`config.mk`:
```
export PLATFORM = sky130hd
export DESIGN_NAME = pe_feeder
export DESIGN_NICKNAME = d
export VERILOG_FILES = /design/src/rtl/pe_if_pkg.sv /design/src/rtl/pe_chan_reg.sv /design/src/rtl/pe_feeder.sv
export SDC_FILE = /design/constraint.sdc
export NUM_CORES = 1
export LEC_CHECK = 0
export ABC_AREA = 0
export CORE_ASPECT_RATIO = 0.5
export CORE_UTILIZATION = 53
export DETAILED_ROUTE_END_ITERATION = 10
export GPL_TIMING_DRIVEN = 1
export PLACE_DENSITY_LB_ADDON = 0.08
export SETUP_SLACK_MARGIN = 0.3
export SLEW_MARGIN = 20
export SYNTH_ARGS = -nofsm -noshare
export SYNTH_HDL_FRONTEND = slang
export SYNTH_SLANG_ARGS = --single-unit
```
`constraint.sdc`:
```
create_clock -name clk -period 3.6 [get_ports clk]
set_input_delay 0.72 -clock clk [delete_from_list [all_inputs] [get_ports clk]]
set_output_delay 0.72 -clock clk [all_outputs]
set_load 0.02 [all_outputs]
```
`src/rtl/pe_if_pkg.sv`:
```
// Shared types for the PE feeder: default field widths, FSM states, latched command layout.
// Channel indices let the per-channel fetch/send counters live in small arrays.
package pe_if_pkg;

  localparam int DEF_CONFIG_Q_BIT = 2;
  localparam int DEF_CONFIG_P_BIT = 5;
  localparam int DEF_CONFIG_U_BIT = 4;
  localparam int DEF_CONFIG_S_BIT = 4;
  localparam int DEF_CONFIG_F_BIT = 8;
  localparam int DEF_CONFIG_W_BIT = 8;
  localparam int DEF_CNT_W        = 16;

  localparam int CH_FILT  = 0;
  localparam int CH_IFMAP = 1;
  localparam int CH_IPSUM = 2;
  localparam int CH_OPSUM = 3;
  localparam int NUM_CH   = 4;

  typedef enum logic [2:0] {
    IDLE,
    CFG,
    FILT,
    STREAM,
    FIN
  } state_e;

  typedef struct packed {
    logic [DEF_CONFIG_Q_BIT-1:0] q;
    logic [DEF_CONFIG_P_BIT-1:0] p;
    logic [DEF_CONFIG_U_BIT-1:0] u;
    logic [DEF_CONFIG_S_BIT-1:0] s;
    logic [DEF_CONFIG_F_BIT-1:0] f;
    logic [DEF_CONFIG_W_BIT-1:0] w;
  } cmd_cfg_t;

endpackage

```
`src/rtl/pe_chan_reg.sv`:
```
// One-entry valid/ready holding register; 1-cycle load-to-valid latency.
// Holds data and valid until out_rdy; caller only loads when empty or draining.
module pe_chan_reg #(
  parameter int W = 8
) (
  input  logic         clk,
  input  logic         rst,
  input  logic         in_vld,
  input  logic [W-1:0] in_dat,
  output logic         out_vld,
  input  logic         out_rdy,
  output logic [W-1:0] out_dat
);

  logic         vld_q, vld_d;
  logic [W-1:0] dat_q, dat_d;

  always_comb begin
    vld_d = vld_q;
    dat_d = dat_q;
    if (vld_q && out_rdy) vld_d = 1'b0;
    if (in_vld) begin
      vld_d = 1'b1;
      dat_d = in_dat;
    end
  end

  always_ff @(posedge clk) begin
    if (!rst) begin
      vld_q <= 1'b0;
      dat_q <= '0;
    end else begin
      vld_q <= vld_d;
      dat_q <= dat_d;
    end
  end

  assign out_vld = vld_q;
  assign out_dat = dat_q;

endmodule

```
`src/rtl/pe_feeder.sv`:
```
// Drives one PE through config pulse, filter load, then concurrent ifmap/ipsum/opsum streaming.
// 1-cycle register on every channel; sources stall when a register is full and the PE is not accepting.
module pe_feeder #(
  parameter int IFMAP_DATA_SIZE  = 8,
  parameter int FILTER_DATA_SIZE = 8,
  parameter int FILTER_NUM       = 4,
  parameter int PSUM_DATA_SIZE   = 8,
  parameter int CONFIG_Q_BIT     = pe_if_pkg::DEF_CONFIG_Q_BIT,
  parameter int CONFIG_P_BIT     = pe_if_pkg::DEF_CONFIG_P_BIT,
  parameter int CONFIG_U_BIT     = pe_if_pkg::DEF_CONFIG_U_BIT,
  parameter int CONFIG_S_BIT     = pe_if_pkg::DEF_CONFIG_S_BIT,
  parameter int CONFIG_F_BIT     = pe_if_pkg::DEF_CONFIG_F_BIT,
  parameter int CONFIG_W_BIT     = pe_if_pkg::DEF_CONFIG_W_BIT,
  parameter int CNT_W            = pe_if_pkg::DEF_CNT_W
) (
  input  logic                                   clk,
  input  logic                                   rst,
  input  logic                                   cmd_valid,
  output logic                                   cmd_ready,
  input  logic [CONFIG_Q_BIT-1:0]                cmd_q,
  input  logic [CONFIG_P_BIT-1:0]                cmd_p,
  input  logic [CONFIG_U_BIT-1:0]                cmd_U,
  input  logic [CONFIG_S_BIT-1:0]                cmd_S,
  input  logic [CONFIG_F_BIT-1:0]                cmd_F,
  input  logic [CONFIG_W_BIT-1:0]                cmd_W,
  input  logic [CNT_W-1:0]                       cmd_filter_cnt,
  input  logic [CNT_W-1:0]                       cmd_ifmap_cnt,
  input  logic [CNT_W-1:0]                       cmd_ipsum_cnt,
  input  logic [CNT_W-1:0]                       cmd_opsum_cnt,
  input  logic                                   src_filter_valid,
  output logic                                   src_filter_ready,
  input  logic [FILTER_NUM*FILTER_DATA_SIZE-1:0] src_filter_data,
  input  logic                                   src_ifmap_valid,
  output logic                                   src_ifmap_ready,
  input  logic [IFMAP_DATA_SIZE-1:0]             src_ifmap_data,
  input  logic                                   src_ipsum_valid,
  output logic                                   src_ipsum_ready,
  input  logic [PSUM_DATA_SIZE-1:0]              src_ipsum_data,
  output logic                                   snk_opsum_valid,
  input  logic                                   snk_opsum_ready,
  output logic [PSUM_DATA_SIZE-1:0]              snk_opsum_data,
  output logic [FILTER_NUM*FILTER_DATA_SIZE-1:0] filter,
  output logic                                   filter_enable,
  input  logic                                   filter_ready,
  output logic [IFMAP_DATA_SIZE-1:0]             ifmap,
  output logic                                   ifmap_enable,
  input  logic                                   ifmap_ready,
  output logic [PSUM_DATA_SIZE-1:0]              ipsum,
  output logic                                   ipsum_enable,
  input  logic                                   ipsum_ready,
  input  logic [PSUM_DATA_SIZE-1:0]              opsum,
  input  logic                                   opsum_enable,
  output logic                                   opsum_ready,
  output logic                                   set_info,
  output logic [CONFIG_Q_BIT-1:0]                config_q,
  output logic [CONFIG_P_BIT-1:0]                config_p,
  output logic [CONFIG_U_BIT-1:0]                config_U,
  output logic [CONFIG_S_BIT-1:0]                config_S,
  output logic [CONFIG_F_BIT-1:0]                config_F,
  output logic [CONFIG_W_BIT-1:0]                config_W,
  output logic                                   busy,
  output logic                                   done
);

  import pe_if_pkg::*;

  localparam int FW = FILTER_NUM * FILTER_DATA_SIZE;

  state_e           state_q, state_d;
  cmd_cfg_t         cfg_q, cfg_d;
  logic [CNT_W-1:0] fetch_q [NUM_CH];
  logic [CNT_W-1:0] fetch_d [NUM_CH];
  logic [CNT_W-1:0] send_q  [NUM_CH];
  logic [CNT_W-1:0] send_d  [NUM_CH];
  logic [NUM_CH-1:0] active, push, pop;
  logic             cmd_hs;

  assign cmd_ready = (state_q == IDLE);
  assign cmd_hs    = cmd_valid & cmd_ready;
  assign busy      = ~cmd_ready;
  assign set_info  = (state_q == CFG);
  assign done      = (state_q == FIN);

  assign config_q = cfg_q.q;
  assign config_p = cfg_q.p;
  assign config_U = cfg_q.u;
  assign config_S = cfg_q.s;
  assign config_F = cfg_q.f;
  assign config_W = cfg_q.w;

  assign active[CH_FILT]  = (state_q == FILT);
  assign active[CH_IFMAP] = (state_q == STREAM);
  assign active[CH_IPSUM] = (state_q == STREAM);
  assign active[CH_OPSUM] = (state_q == STREAM);

  // A fetch may land in the register on the same edge the PE drains it.
  assign src_filter_ready = active[CH_FILT]  & (fetch_q[CH_FILT]  != '0) & (~filter_enable | filter_ready);
  assign src_ifmap_ready  = active[CH_IFMAP] & (fetch_q[CH_IFMAP] != '0) & (~ifmap_enable  | ifmap_ready);
  assign src_ipsum_ready  = active[CH_IPSUM] & (fetch_q[CH_IPSUM] != '0) & (~ipsum_enable  | ipsum_ready);
  assign opsum_ready      = active[CH_OPSUM] & (fetch_q[CH_OPSUM] != '0) & (~snk_opsum_valid | snk_opsum_ready);

  assign push = {opsum_enable & opsum_ready, src_ipsum_valid & src_ipsum_ready,
                 src_ifmap_valid & src_ifmap_ready, src_filter_valid & src_filter_ready};
  assign pop  = {snk_opsum_valid & snk_opsum_ready, ipsum_enable & ipsum_ready,
                 ifmap_enable & ifmap_ready, filter_enable & filter_ready};

  always_comb begin
    cfg_d = cfg_q;
    for (int i = 0; i < NUM_CH; i++) begin
      fetch_d[i] = fetch_q[i];
      send_d[i]  = send_q[i];
      if (push[i]) fetch_d[i] = fetch_q[i] - CNT_W'(1);
      if (pop[i])  send_d[i]  = send_q[i] - CNT_W'(1);
    end
    if (cmd_hs) begin
      cfg_d.q = cmd_q;
      cfg_d.p = cmd_p;
      cfg_d.u = cmd_U;
      cfg_d.s = cmd_S;
      cfg_d.f = cmd_F;
      cfg_d.w = cmd_W;
      fetch_d[CH_FILT]  = cmd_filter_cnt;
      fetch_d[CH_IFMAP] = cmd_ifmap_cnt;
      fetch_d[CH_IPSUM] = cmd_ipsum_cnt;
      fetch_d[CH_OPSUM] = cmd_opsum_cnt;
      send_d[CH_FILT]   = cmd_filter_cnt;
      send_d[CH_IFMAP]  = cmd_ifmap_cnt;
      send_d[CH_IPSUM]  = cmd_ipsum_cnt;
      send_d[CH_OPSUM]  = cmd_opsum_cnt;
    end
  end

  // Phases end on the send side: every fetched word must be accepted downstream.
  always_comb begin
    state_d = state_q;
    unique case (state_q)
      IDLE:    if (cmd_hs) state_d = CFG;
      CFG:     state_d = FILT;
      FILT:    if (send_q[CH_FILT] == '0) state_d = STREAM;
      STREAM:  if ((send_q[CH_IFMAP] == '0) && (send_q[CH_IPSUM] == '0) &&
                   (send_q[CH_OPSUM] == '0)) state_d = FIN;
      FIN:     state_d = IDLE;
      default: state_d = IDLE;
    endcase
  end

  always_ff @(posedge clk) begin
    if (!rst) begin
      state_q <= IDLE;
      cfg_q   <= '0;
      for (int i = 0; i < NUM_CH; i++) begin
        fetch_q[i] <= '0;
        send_q[i]  <= '0;
      end
    end else begin
      state_q <= state_d;
      cfg_q   <= cfg_d;
      fetch_q <= fetch_d;
      send_q  <= send_d;
    end
  end

  pe_chan_reg #(.W(FW)) u_filter (
    .clk(clk), .rst(rst), .in_vld(push[CH_FILT]), .in_dat(src_filter_data),
    .out_vld(filter_enable), .out_rdy(filter_ready), .out_dat(filter)
  );

  pe_chan_reg #(.W(IFMAP_DATA_SIZE)) u_ifmap (
    .clk(clk), .rst(rst), .in_vld(push[CH_IFMAP]), .in_dat(src_ifmap_data),
    .out_vld(ifmap_enable), .out_rdy(ifmap_ready), .out_dat(ifmap)
  );

  pe_chan_reg #(.W(PSUM_DATA_SIZE)) u_ipsum (
    .clk(clk), .rst(rst), .in_vld(push[CH_IPSUM]), .in_dat(src_ipsum_data),
    .out_vld(ipsum_enable), .out_rdy(ipsum_ready), .out_dat(ipsum)
  );

  pe_chan_reg #(.W(PSUM_DATA_SIZE)) u_opsum (
    .clk(clk), .rst(rst), .in_vld(push[CH_OPSUM]), .in_dat(opsum),
    .out_vld(snk_opsum_valid), .out_rdy(snk_opsum_ready), .out_dat(snk_opsum_data)
  );

endmodule

```
==> flow_metrics.env <==
export IMPL_cts_setup_buffers=0
export IMPL_power_frac_comb_pct=20.4
export IMPL_crit_family="simple AND/OR/NAND/NOR gates"
export IMPL_grt_pass1_wl_um=45900
export IMPL_slew_headroom_pct=41.8
export IMPL_via_count=9572
export IMPL_syn2layout_area_growth_pct=35.4
export IMPL_peakVddDrop_mv=0.383
export IMPL_critPathMaxStageDelay_ps=600
export IMPL_nets=1590
export IMPL_swShare_pct=28.7
export IMPL_cts_hold_buffers=0
export IMPL_io_buffers=260
export IMPL_critPathMaxFanout=7
export IMPL_async_flop_share_pct=0
export IMPL_synth_seq_cells=222
export IMPL_end_kind="primary output"
export IMPL_fillers=1360
export IMPL_initial_utilization_pct=55.4
export IMPL_finClkSkew_ps=22.4
export IMPL_place_congestion=0.883
export IMPL_cts_tree="done"
export IMPL_min_path_type="flip-flop to flip-flop"
export IMPL_grt_usage_pct=29.3
export IMPL_timing_hold_ws_ps=458
export IMPL_dieArea_mm2=0.0192
export IMPL_drive_gt1_share_pct=4.88
export IMPL_p_leak_nw=4.64
export IMPL_final_common_cell="clkdlybuf4s50_1"
export IMPL_timing_final_crit_share_pct=88.9
export IMPL_ys_types=59
export IMPL_syn_inst=1197
export IMPL_cts_num_sinks=222
export IMPL_setup_viol=0
export IMPL_cap_violations=0
export IMPL_finalPower_mw=6.41
export IMPL_cts_root_buffer="clkbuf_16"
export IMPL_synth_edff_count=0
export IMPL_power_density_mw_per_mm2=480
export IMPL_worst_slew_pin_slew_ps=873
export IMPL_synth_area_mm2=0.00985
export IMPL_status="finished clean"
export IMPL_die_x_um=195
export IMPL_drt_iter0_drc=597
export IMPL_seq_power_share_pct=44.7
export IMPL_syn_num_nets=1367
export IMPL_rsz0062_at_grt="false"
export IMPL_fin_crit_ps=3200
export IMPL_criticalPathCategory="flip-flop to primary output"
export IMPL_first_pass_iters=5
export IMPL_syn_area_per_cell_um2=8.23
export IMPL_cts_buffer_depth=3
export IMPL_cp_start_kind="flip-flop"
export IMPL_drv_slew=0
export IMPL_arrival_ps=2480
export IMPL_routedWlPerCell_um=17.1
export IMPL_drcViolationCount=0
export IMPL_overflow=0
export IMPL_drt_total_wl_um=28500
export IMPL_cp_slowest_cell="or4_4"
export IMPL_p_clk_share_pct=34.8
export IMPL_pre_cts_slack_ps=525
export IMPL_path_cells="or4_4 > or4_4 > nor2_1 > nor2_1 > dlygate4sd2_1"
export IMPL_mostFrequentLayoutCells="clkdlybuf4s50_1, dfxtp_1, nand2_1, a21oi_1, o21ai_0"
export IMPL_h_tree_depth=1
export IMPL_core_mm2=0.0178
export IMPL_finalHoldViolations=0
export IMPL_cp_num_buf_inv=1
export IMPL_tns_ps=0
export IMPL_synth_seq_area_share_pct=45.1
export IMPL_synth_flop_cell="dfxtp_1"
export IMPL_crit_required_ps=2880
export IMPL_vias_per_cell=5.73
export IMPL_ios=261
export IMPL_die_h_um=98.4
export IMPL_fp_row_count=34
export IMPL_path_clk_slew_ps=60
export IMPL_max_freq_mhz=313
export IMPL_hpwlAfterDp_um=20200
export IMPL_yosys_warnings=0
export IMPL_postRouteAntennaNets=0
export IMPL_clk_latency_ps=500
export IMPL_p_sw_mw=1.84
export IMPL_layout_setup_ws_ps=400
export IMPL_grt_max_degree=82
export IMPL_antenna_found_initial=1
export IMPL_numCtsBuffers=20
export IMPL_intPower_mw=4.57
export IMPL_grt_pass1_vias=9363
==> metal layers <==
metal / up-vias / part of all wire [%] / GRT usage (%)
li1: 4717 / - / -
met1: 4517 / 42 / 35.6
met2: 285 / 47 / 50.3
met3: 53 / 8.1 / 8.91
met4: 0 / 2.4 / 8.30
met5: - / 0 / 0
==> flip-flops by register name, indices dropped and copies added (netlist names), 8 cells and up <==
name              count
config_W              8
u_filter.out_dat     32
config_F              8
fetch_q              64
send_q               64
u_opsum.out_dat       8
u_ifmap.out_dat       8
u_ipsum.out_dat       8
==> cell usage after synthesis (9+ instances only) <==
| master | n | area [um^2] |
|---|---|---|
| nand4_1 | 10 | 62.6 |
| a211oi_1 | 9 | 67.6 |
| nor3_1 | 42 | 210 |
| nor2_1 | 53 | 199 |
| or3_1 | 22 | 138 |
| o21ai_0 | 71 | 355 |
| nor4_1 | 24 | 150 |
| o31ai_1 | 16 | 120 |
| a21oi_1 | 176 | 881 |
| xor2_1 | 30 | 263 |
| inv_1 | 22 | 82.6 |
| a31oi_1 | 29 | 181 |
| or4_1 | 33 | 248 |
| nand3_1 | 19 | 95.1 |
| clkbuf_1 | 61 | 229 |
| dfxtp_1 | 222 | 4440 |
| nand2_1 | 194 | 728 |
| xnor2_1 | 50 | 438 |
| nand2b_1 | 11 | 68.8 |
==> final timing paths <==
check	from	end	slack, ps	depth (start not counted)
worst max register to register	fetch_q[10]	fetch_q[4]	990	5
worst min-delay path	config_S[0]	config_S[0]	460	2
worst min register to register	config_S[0]	config_S[0]	460	2
worst max-delay path	fetch_q[38]	src_ifmap_ready	400	5
==> final cells by class <==
class | count | area (um^2) | share of cell area [%]
Inverter | 22 | 83.8 | 0.629
Sequential cell | 222 | 4440 | 33.3
Timing Repair Buffer | 273 | 2750 | 20.6
Multi-Input combinational cell | 881 | 5080 | 38.1
Tap cell | 234 | 293 | 2.20
Antenna cell | 2 | 5.00 | 0.0375
Clock inverter | 6 | 80.1 | 0.601
Clock buffer | 30 | 599 | 4.49
==> worst reg2reg max path, delay by kind of cell, from the launching register on <==
| kind | cells | cell delay [ps] |
|---|---|---|
| flip-flops | 1 | 360 |
| AO/OA/AOI/OAI | 2 | 980 |
| AND/OR/NAND/NOR | 3 | 1190 |
==> power groups by stage <==
stage	logic, mW	registers [mW]	clock network (mW)
CTS	1.30	2.86	2.26
global placement	1.24	2.89	0
finish	1.31	2.87	2.23
global route	1.43	2.90	2.36
floorplan	0.730	2.92	0
detailed placement	1.28	2.91	0
==> metrics by stage <==
stage | util [%] | area, um^2 | cells
finish | 75.0 | 13300 | 1670
global route | 75.0 | 13300 | 1668
CTS | 74.9 | 13300 | 1668
detailed placement | 71.0 | 12600 | 1632
global placement | 71.0 | 12600 | 1632
floorplan | - | 9850 | 1197
==> logic make-up (layout without fill, tap and decap cells) <==
group	after synthesis	in the layout	synth area share [%]
fa+ha+maj	8	8	1.02
simple gates	451	451	22.8
flops	222	222	45.1
mux	8	8	0.813
compound gates	334	334	19.3
xor+xnor	80	80	7.11
other cells	0	2	0
buf+inv	94	331	3.86
==> timing repair <==
action,in CTS,in global routing
gates resized for setup,10,4
gates cloned,0,0
hold endpoints to repair,0,0
endpoints found under the setup margin,4,2
No activity file was read; power rests on OpenSTA's default activity.
